`config.mk`:
```
export PLATFORM = sky130hd
export DESIGN_NAME = pipe_stall_ctrl
export DESIGN_NICKNAME = d
export VERILOG_FILES = /design/src/rtl/pipe_ctrl_pkg.sv /design/src/rtl/mc_stall_counter.sv /design/src/rtl/pipe_stall_ctrl.sv
export SDC_FILE = /design/constraint.sdc
export NUM_CORES = 1
export LEC_CHECK = 0
export CAP_MARGIN = 20
export CORE_MARGIN = 8
export CORE_UTILIZATION = 38
export DETAILED_ROUTE_END_ITERATION = 6
export GPL_TIMING_DRIVEN = 0
export PLACE_DENSITY = 0.75
export RECOVER_POWER = 100
export SLEW_MARGIN = 40
export SYNTH_ARGS = -nofsm -noshare
export SYNTH_HDL_FRONTEND = slang
export SYNTH_HIERARCHICAL = 1
export SYNTH_SLANG_ARGS = --single-unit
export TNS_END_PERCENT = 100
```
`constraint.sdc`:
```
create_clock -name clk -period 2.18 [get_ports clk]
set_input_delay 0.436 -clock clk [delete_from_list [all_inputs] [get_ports clk]]
set_output_delay 0.436 -clock clk [all_outputs]
set_load 0.02 [all_outputs]
```
`src/rtl/pipe_ctrl_pkg.sv`:
```
// pipe_ctrl_pkg: stage index constants and multi-cycle FSM state type
package pipe_ctrl_pkg;
   localparam int STG_IF  = 0;
   localparam int STG_ID  = 1;
   localparam int STG_EX  = 2;
   localparam int STG_MEM = 3;
   localparam int STG_WB  = 4;
   typedef enum logic {MC_IDLE, MC_BUSY} mc_state_t;
endpackage

```
`src/rtl/mc_stall_counter.sv`:
```
// mc_stall_counter: multi-cycle hold FSM; holds for exactly mc_cycles cycles, then pulses mc_done
// Ports: clk, rst (sync, active-high), mc_start (pulse), mc_cycles (hold length),
//        mc_hold (hold this cycle), mc_busy (counter active), mc_done (registered pulse)
module mc_stall_counter
   import pipe_ctrl_pkg::*;
#(
   parameter int CNT_W = 5
) (
   input  logic             clk,
   input  logic             rst,
   input  logic             mc_start,
   input  logic [CNT_W-1:0] mc_cycles,
   output logic             mc_hold,
   output logic             mc_busy,
   output logic             mc_done
);
   mc_state_t        state_q, state_d;
   logic [CNT_W-1:0] cnt_q, cnt_d;
   logic             done_q, done_d;
   assign mc_busy = (state_q == MC_BUSY) & ~rst;
   assign mc_hold = mc_busy | (mc_start & ~mc_busy & (|mc_cycles) & ~rst);
   assign mc_done = done_q & ~rst;
   // The start cycle is the first hold cycle, so BUSY only covers the remaining N-1.
   always_comb begin
      state_d = state_q;
      cnt_d   = cnt_q;
      done_d  = 1'b0;
      if (state_q == MC_IDLE) begin
         if (mc_start) begin
            done_d = mc_cycles <= CNT_W'(1);
            if (mc_cycles > CNT_W'(1)) begin
               state_d = MC_BUSY;
               cnt_d   = mc_cycles - CNT_W'(1);
            end
         end
      end else begin
         cnt_d = cnt_q - CNT_W'(1);
         if (cnt_q == CNT_W'(1)) begin
            state_d = MC_IDLE;
            done_d  = 1'b1;
         end
      end
   end
   always_ff @(posedge clk) begin
      if (rst) begin
         state_q <= MC_IDLE;
         cnt_q   <= '0;
         done_q  <= 1'b0;
      end else begin
         state_q <= state_d;
         cnt_q   <= cnt_d;
         done_q  <= done_d;
      end
   end
endmodule

```
`src/rtl/pipe_stall_ctrl.sv`:
```
// pipe_stall_ctrl: N-stage pipeline enable/flush controller with multi-cycle stall and optional watchdog
// Ports: clk, rst (sync, active-high), pc_write, stall_req[N], flush_req[N], mc_start, mc_cycles,
//        pc_en, stage_en[N], stage_flush[N], mc_busy, mc_done, wdog_trip
// Optional feature macro: STALL_WDOG_EN (stall watchdog; wdog_trip tied 0 when undefined)
module pipe_stall_ctrl
   import pipe_ctrl_pkg::*;
#(
   parameter int NUM_STAGES = 5,
   parameter int MC_STAGE   = STG_EX,
`ifdef STALL_WDOG_EN
   parameter int WDOG_LIMIT = 64,
`endif
   parameter int CNT_W      = 5
) (
   input  logic                  clk,
   input  logic                  rst,
   input  logic                  pc_write,
   input  logic [NUM_STAGES-1:0] stall_req,
   input  logic [NUM_STAGES-1:0] flush_req,
   input  logic                  mc_start,
   input  logic [CNT_W-1:0]      mc_cycles,
   output logic                  pc_en,
   output logic [NUM_STAGES-1:0] stage_en,
   output logic [NUM_STAGES-1:0] stage_flush,
   output logic                  mc_busy,
   output logic                  mc_done,
   output logic                  wdog_trip
);
   logic                  mc_hold;
   logic [NUM_STAGES-1:0] hold_l, hold, bubble, pend_q, pend_d;
   mc_stall_counter #(.CNT_W(CNT_W)) u_mc (
      .clk       (clk),
      .rst       (rst),
      .mc_start  (mc_start),
      .mc_cycles (mc_cycles),
      .mc_hold   (mc_hold),
      .mc_busy   (mc_busy),
      .mc_done   (mc_done)
   );
   // A held stage freezes everything upstream of it.
   always_comb begin
      hold_l = '0;
      hold   = '0;
      for (int k = 0; k < NUM_STAGES; k++) begin
         hold_l[k] = stall_req[k] | (mc_hold & (k <= MC_STAGE));
      end
      for (int k = 0; k < NUM_STAGES; k++) begin
         hold[k] = |(hold_l >> k);
      end
   end
   // Bubble into the first running stage just downstream of a held one.
   assign bubble = ~hold & {hold[NUM_STAGES-2:0], 1'b0};
   // A flush aimed at a held stage is remembered until that stage loads.
   assign pend_d = hold & (pend_q | flush_req);
   assign pc_en       = ~rst & pc_write & ~hold[0];
   assign stage_en    = rst ? '0 : ~hold;
   assign stage_flush = rst ? '1 : (~hold & (flush_req | pend_q)) | bubble;
   always_ff @(posedge clk) begin
      if (rst) pend_q <= '0;
      else     pend_q <= pend_d;
   end
`ifdef STALL_WDOG_EN
   logic [7:0] wcnt_q, wcnt_d;
   logic       trip_q, trip_d;
   assign wcnt_d    = pc_en ? 8'd0 : (pc_write & (wcnt_q != 8'hff)) ? wcnt_q + 8'd1 : wcnt_q;
   assign trip_d    = trip_q | (32'(wcnt_d) >= WDOG_LIMIT);
   assign wdog_trip = trip_q & ~rst;
   always_ff @(posedge clk) begin
      if (rst) begin
         wcnt_q <= '0;
         trip_q <= 1'b0;
      end else begin
         wcnt_q <= wcnt_d;
         trip_q <= trip_d;
      end
   end
`else
   assign wdog_trip = 1'b0;
`endif
endmodule

```
==> metrics.csv, run 1 <==
stage;metric;value;unit
floorplan;fp-row-count;16;
setup_path;crit_required;1.74;ns
synth;syn_area;805;um^2
grt;grt_pass1_vias;859;
pwr;p_comb_share;33.4;%
route;top_layer;met4;
finish;drive_above_1_share;33.1;%
sta;setup-violations-final;9;
route;vias;904;
synth;postSynthCellCount;101;
synth;yosys.area.top_type;dfxtp_1;
route;dr_wl_met2;1440;um
route;drt_iter0_drc;17;
route;via_per_inst;5.17;
sta;fin_ws;-0.198;ns
synth;synth-main-ff-cell;dfxtp_1;
cts;clkTransAtPathRegs;0.08;ns
pwr;switching_share;31.7;%
synth;synthTopCellsByArea;dfxtp_1 30%, ha_1 6.2%, nor3_1 6.2%, nor2_1 4.7%, inv_1 4.2%;
route;drc;0;
route;met3_length;63;um
route;ant_nets;0;
synth;synth_top_area_share;29.9;%
sta;rsz0062_at_grt;yes;
floorplan;dieHeight;62.0;um
cts;cts_buffer_depth;2;
setup_path;worstSetupPathType;in -> out;
pwr;p_leak;0.000607;uW
sta;holdWs;0.499;ns
setup_path;arrival;1.94;ns
grt;grt_max_degree;11;
pwr;power-per-cell-area;487;nW/um^2
status;status;finished, violations left;
cts;clk-insertion-delay-late;0.28;ns
synth;synth_edf_count;0;
synth;async_flop_share;0;%
floorplan;num_io_pins;33;
pwr;p_int;448;uW
synth;syn_avg_cell_area;7.97;um^2
sta;skew;0.00168;ns
route;avgRoutedWirePerCell;15.4;um
place;portBuffers;31;
synth;ys_types;36;
cts;cts-root-buf;clkbuf_4;
setup_path;crit_path_max_fanout;6;
sta;slew_viol_final;0;
sta;fin_crit_sh;109;%
hold_path;hold_class;reg -> reg;
synth;synth.net_count;124;
place;gp_congestion;0.804;
synth;yosys_warnings;6;
cts;ctsHoldBuffers;0;
synth;yosys_register_bits;12;
cts;clock-sinks;12;
grt;grt_antenna_before_repair;0;
floorplan;die_area;3850;um^2
finish;fin_nets;172;
sta;hold_violations;0;
grt;grt_use_total;13.7;%
pwr;p_clk_share;27.8;%
floorplan;die_x;62.0;um
synth;ys_seq_area_share;29.9;%
floorplan;initial_core_util;40.6;%
pwr;ir_drop;319;uV
setup_path;startpoint_type;input pin;
pwr;p_sw;208;uW
floorplan;core_area;1980;um^2
setup_path;critPathCaptureType;output pin;
cts;htreeDepth;1;
pwr;p_seq_share;38.8;%
grt;grt.overflow.total;0;
place;dp_hpwl;1790;um
finish;post-route-util;68.1;%
run;cap_violations;0;
finish;n_antenna_cell;0;
route;finalWirelength;2700;um
cts;cts_made_buffers;3;
route;m1WireLength;1150;um
finish;syn2layout_area_growth;67.7;%
status;violations;setup timing;
sta;fmax;420;MHz
grt;grt_pass1_wl;3930;um
route;dr.pass1.iters;4;
cts;cts_tree;done;
sta;fin_crit;2.38;ns
## power groups by stage
stage / clock network, uW / logic (uW) / registers [uW]
after CTS: 188 / 207 / 254
after detailed placement: 0 / 190 / 259
after global placement: 0 / 186 / 259
final: 183 / 219 / 255
after global routing: 196 / 237 / 257
after floorplan: 0 / 108 / 255
## critical path: stages
cell and delay, ns:
buf_6 0.10, nor3_4 0.20, nand2_2 0.08, a21oi_2 0.17, nor2_2 0.08, or4_4 0.48, o41ai_4 0.22, buf_4 0.19
## registers in the layout, indices dropped and copies added, names as in the netlist
register and count:
pend_q 5, u_mc/cnt_q 5, u_mc/done_q 1, u_mc/state_q 1
## cells in the mapped netlist (all sizes together), types with 2 or more instances
cell	number
xor2	2
a21oi	4
nor2b	2
o31ai	3
nor2	10
buf	3
a211oi	2
nor3	11
ha	4
clkbuf	2
nand3	2
inv	9
nand3b	3
nor4	3
nand2	7
dfxtp	12
or3	2
o21ai	3
and3	2
or4	2
## layer usage
metal	up-vias	track usage, %
met4	0	5.52
met5	-	0
met3	4	3.09
li1	463	-
met2	13	24.5
met1	424	15.1
## worst paths after layout
| path | startpoint | to | slack, ns | depth (start not counted) |
|---|---|---|---|---|
| max reg2reg | u_mc/state_q$_SDFF_PP0_ | pend_q[0]$_SDFF_PP0_ | 0.47 | 9 |
| min | pend_q[4]$_SDFF_PP0_ | pend_q[4]$_SDFF_PP0_ | 0.50 | 1 |
| min reg2reg | pend_q[4]$_SDFF_PP0_ | pend_q[4]$_SDFF_PP0_ | 0.50 | 1 |
| max | mc_cycles[4] | stage_flush[0] | -0.20 | 8 |
## cell type report
class,instances,area [um^2]
clock buffer,4,36.3
fill,165,633
tap,27,33.8
sequential,12,240
timing repair buffer,44,407
inverter,9,37.5
multi-input combinational,75,563
buffer,4,31.3
## through the flow
stage	instances	setup TNS, ns	power (uW)	setup slack, ns	instance area, um^2
floorplan	101	-0.812	363	-0.229	826
global placement	159	-11.74	444	-1.42	1170
detailed placement	159	-12.18	449	-1.45	1170
CTS	172	-1.46	649	-0.296	1320
global route	175	-1.61	690	-0.247	1350
finish	175	-1.05	656	-0.198	1350
## cells in the final DEF, fill, tap and decap left out, drive strengths merged, types with 3 or more instances in the layout
master / instances
a21oi: 4
buf: 27
clkbuf: 6
clkdlybuf4s50: 10
dfxtp: 12
dlygate4sd2: 5
dlymetal6s2s: 3
ha: 4
inv: 8
nand2: 7
nand3b: 3
nor2: 10
nor3: 11
nor4: 3
o21ai: 3
o31ai: 3
## kinds of logic (layout without fill, tap and decap cells)
family	Yosys count	in the layout	share of synthesized area, %
AO/OA/AOI/OAI	23	23	23.8
XOR/XNOR	2	2	2.18
adder cells (fa/ha/maj)	4	4	6.22
buffers and inverters	14	61	7.31
flip-flops	12	12	29.9
other	1	1	0.466
AND/OR/NAND/NOR	45	45	30.2
## what timing repair did
action	CTS	global route
pin swaps	9	6
setup buffers	9	4
endpoints found under the setup margin	14	11
resized for setup	85	12
Power figures use the tool's default switching activity.
==> run 2: changes to the inputs <==
Settings changed: TNS_END_PERCENT 100 to default.
==> results of run 2 <==
Same layout as run 1: the final DEF is identical, and so are final timing and power.
==> run 3: changes to the inputs <==
Settings changed: CELL_PAD_IN_SITES_DETAIL_PLACEMENT from default to 1, CELL_PAD_IN_SITES_GLOBAL_PLACEMENT from default to 1, CORE_MARGIN 8 to 5, CORE_UTILIZATION 38 to 27, PLACE_DENSITY 0.75 to default, PLACE_DENSITY_LB_ADDON from default to 0.1, SYNTH_HIERARCHICAL 1 to default.
==> metrics.csv, run 3 <==
stage;metric;value;unit;change
sta;slew_headroom;49.4;%;
floorplan;core_area;2980;um^2;was 1980 um^2
run;cap_violations;0;;unchanged
finish;mostFrequentLayoutCells;13 x nor2_1, 12 x nor3_1, 12 x dfxtp_1;;was 18 x buf_4, 12 x dfxtp_1, 10 x clkdlybuf4s50_1
floorplan;fp-row-count;20;;was 16
floorplan;dieHeight;65.2;um;was 62.0 um
cts;htreeDepth;1;;unchanged
route;drt_iter0_drc;16;;was 17
cts;cts_buffer_depth;2;;unchanged
finish;stdcell_count;181;;was 175
route;finalWirelength;2640;um;was 2700 um
sta;fin_crit_sh;98.4;%;was 109%
synth;ys_seq_area_share;29.2;%;was 29.9%
grt;grtUsageMet2;26.9;%;was 24.5%
cts;cts-root-buf;clkbuf_4;;unchanged
grt;grt_antenna_before_repair;0;;unchanged
finish;syn2layout_area_growth;57.4;%;was 67.7%
setup_path;startpoint_type;input pin;;unchanged
sta;timing.setup.tns;0;ns;was -1.05 ns
route;dr.pass1.iters;4;;unchanged
setup_path;critPathCaptureType;output pin;;unchanged
synth;synth_top_area_share;29.2;%;was 29.9%
pwr;power-per-cell-area;505;nW/um^2;was 487 nW/um^2
cts;cts_made_buffers;3;;unchanged
sta;rsz0062_at_grt;yes;;unchanged
grt;grt.overflow.total;0;;unchanged
cts;cts_tree;done;;unchanged
status;status;complete, no violations;;was finished, violations left
synth;synth.net_count;126;;was 124
synth;yosys_register_bits;12;;unchanged
hold_path;hold_class;in -> reg;;was reg -> reg
finish;post-route-util;43.4;%;was 68.1%
setup_path;crit_required;1.74;ns;about the same
sta;fin_crit;2.14;ns;was 2.38 ns
place;place_inst;166;;was 159
grt;grt_util_met1;13.6;%;was 15.1%
grt;globalRoute.busiestLayer;met2;;unchanged
floorplan;die_area;4250;um^2;was 3850 um^2
grt;grt_max_degree;11;;unchanged
finish;final_area;1290;um^2;was 1350 um^2
synth;postSynthCellCount;102;;was 101
grt;grt_use_total;13.6;%;was 13.7%
route;via_per_inst;5.04;;was 5.17
synth;yosys.area.top_type;dfxtp_1;;unchanged
route;vias;913;;was 904
synth;synthTopCellsByCount;14 x nor2_1, 13 x nor3_1, 12 x dfxtp_1;;was 12 x dfxtp_1, 10 x nor2_1, 10 x nor3_1
finish;top_regs;pend_q (5), u_mc.cnt_q (5);;was pend_q (5), u_mc/cnt_q (5)
place;pre_cts_slack;-1.12;ns;was -1.45 ns
route;ant_nets;0;;unchanged
sta;hold_violations;0;;unchanged
pwr;p_comb_share;31.7;%;was 33.4%
sta;setup-violations-final;0;;was 9
cts;clock-sinks;12;;unchanged
floorplan;num_io_pins;33;;unchanged
place;gp_congestion;0.673;;was 0.804
floorplan;die_x;65.2;um;was 62.0 um
sta;slew_viol_final;0;;unchanged
finish;drive_above_1_share;31.1;%;was 33.1%
sta;skew;0.00845;ns;was 0.00168 ns
setup_path;arrival;1.71;ns;was 1.94 ns
pwr;p_int;443;uW;was 448 uW
cts;clk-insertion-delay-late;0.28;ns;about the same
pwr;p_seq_share;39.6;%;was 38.8%
place;placed_cell_area;1180;um^2;was 1170 um^2
synth;ys_types;37;;was 36
route;avgRoutedWirePerCell;14.6;um;was 15.4 um
pwr;switching_share;32.2;%;was 31.7%
grt;grt_pass1_vias;983;;was 859
floorplan;initial_core_util;27.6;%;was 40.6%
sta;tightestPinTransition;0.752;ns;
pwr;p_leak;0.000604;uW;was 0.000607 uW
synth;syn_avg_cell_area;8.06;um^2;was 7.97 um^2
place;dp_hpwl;1890;um;was 1790 um
synth;syn_area;822;um^2;was 805 um^2
setup_path;crit_path_max_fanout;6;;unchanged
sta;fin_ws;0.0358;ns;was -0.198 ns
synth;async_flop_share;0;%;unchanged
place;portBuffers;31;;unchanged
finish;final_common_cell;nor2_1;;was buf_4
cts;clkTransAtPathRegs;0.08;ns;about the same
finish;fin_nets;173;;was 172
synth;synth-main-ff-cell;dfxtp_1;;unchanged
synth;synth_edf_count;0;;unchanged
pwr;p_clk_share;28.7;%;was 27.8%
sta;fmax;466;MHz;was 420 MHz
grt;grt_use_met3;1.88;%;was 3.09%
setup_path;worstSetupPathType;in -> out;;unchanged
pwr;ir_drop;222;uV;was 319 uV
grt;grt_pass1_wl;4440;um;was 3930 um
finish;n_antenna_cell;0;;unchanged
route;drc;0;;unchanged
synth;synth.most_common_cell;nor2_1;;was dfxtp_1
synth;synthTopCellsByArea;dfxtp_1 29%, nor3_1 7.9%, ha_1 7.6%, nor2_1 6.4%, xor2_1 3.2%;;was dfxtp_1 30%, ha_1 6.2%, nor3_1 6.2%, nor2_1 4.7%, inv_1 4.2%
pwr;p_sw;211;uW;was 208 uW
synth;yosys_warnings;0;;was 6
run 3: cell count changes in the layout (fill, tap and decap cells not counted), moves of 4 or more:
cell	previous run	this run
buf_4	18	10
nor2_1	8	13
buf_2	2	6
clkbuf_2	1	5
run 3: cell type report:
type | count | area (um^2)
fill | 374 | 1680
multi-input combinational | 79 | 577
timing repair buffer | 43 | 348
sequential | 12 | 240
tap | 33 | 41.3
clock buffer | 4 | 36.3
buffer | 4 | 27.5
inverter | 6 | 23.8
run 3: repair_timing:
item,in CTS,in global routing
pin swaps,7,0
gates resized for setup,87,8
setup buffers,11,1
gates cloned,0,0
hold buffers,0,0
endpoints found under the setup margin,13,3
run 3: through the flow:
step / power [uW] / hold slack [ns]
after floorplan: 366 / 0.435
after global placement: 451 / 0.465
after detailed placement: 456 / 0.471
after CTS: 658 / 0.454
after global routing: 696 / 0.459
final: 654 / 0.456
run 3: cells by family after synthesis:
logic type      Yosys count  synth area share [%]
compound gates           22                  20.9
xor+xnor                  4                  4.26
fa+ha+maj                 5                  7.61
buf+inv                  11                  6.85
flops                    12                  29.2
mux                       1                  1.22
other cells               1                 0.456
simple gates             46                  29.5
run 3: final timing paths:
path | end | from | slack, ns | cells after the start
worst min register to register | u_mc.cnt_q[4]$_SDFFE_PP0P_ | u_mc.cnt_q[4]$_SDFFE_PP0P_ | 0.49 | 1
worst min-delay path | pend_q[4]$_SDFF_PP0_ | stall_req[4] | 0.46 | 2
worst max register to register | u_mc.cnt_q[4]$_SDFFE_PP0P_ | u_mc.state_q$_SDFF_PP0_ | 0.85 | 5
worst max-delay path | stage_flush[0] | mc_start | 0.04 | 6
run 3: routing by layer:
metal | vias up | wire length, um
li1 | 453 | -
met5 | - | 0
met3 | 5 | 134
met2 | 27 | 1410
met1 | 428 | 1040
met4 | 0 | 57
run 3: power by group through the flow:
stage	logic [uW]	clock network [uW]	registers, uW
after global routing	230	203	262
after detailed placement	193	0	263
after global placement	189	0	263
after floorplan	108	0	258
final	207	188	259
after CTS	207	192	259
run 3: worst max-delay path: stages:
cell and delay (ns):
dlygate4sd2_1 0.27, nand2b_1 0.12, a21oi_4 0.05, or4_4 0.49, o31ai_4 0.20, buf_6 0.15
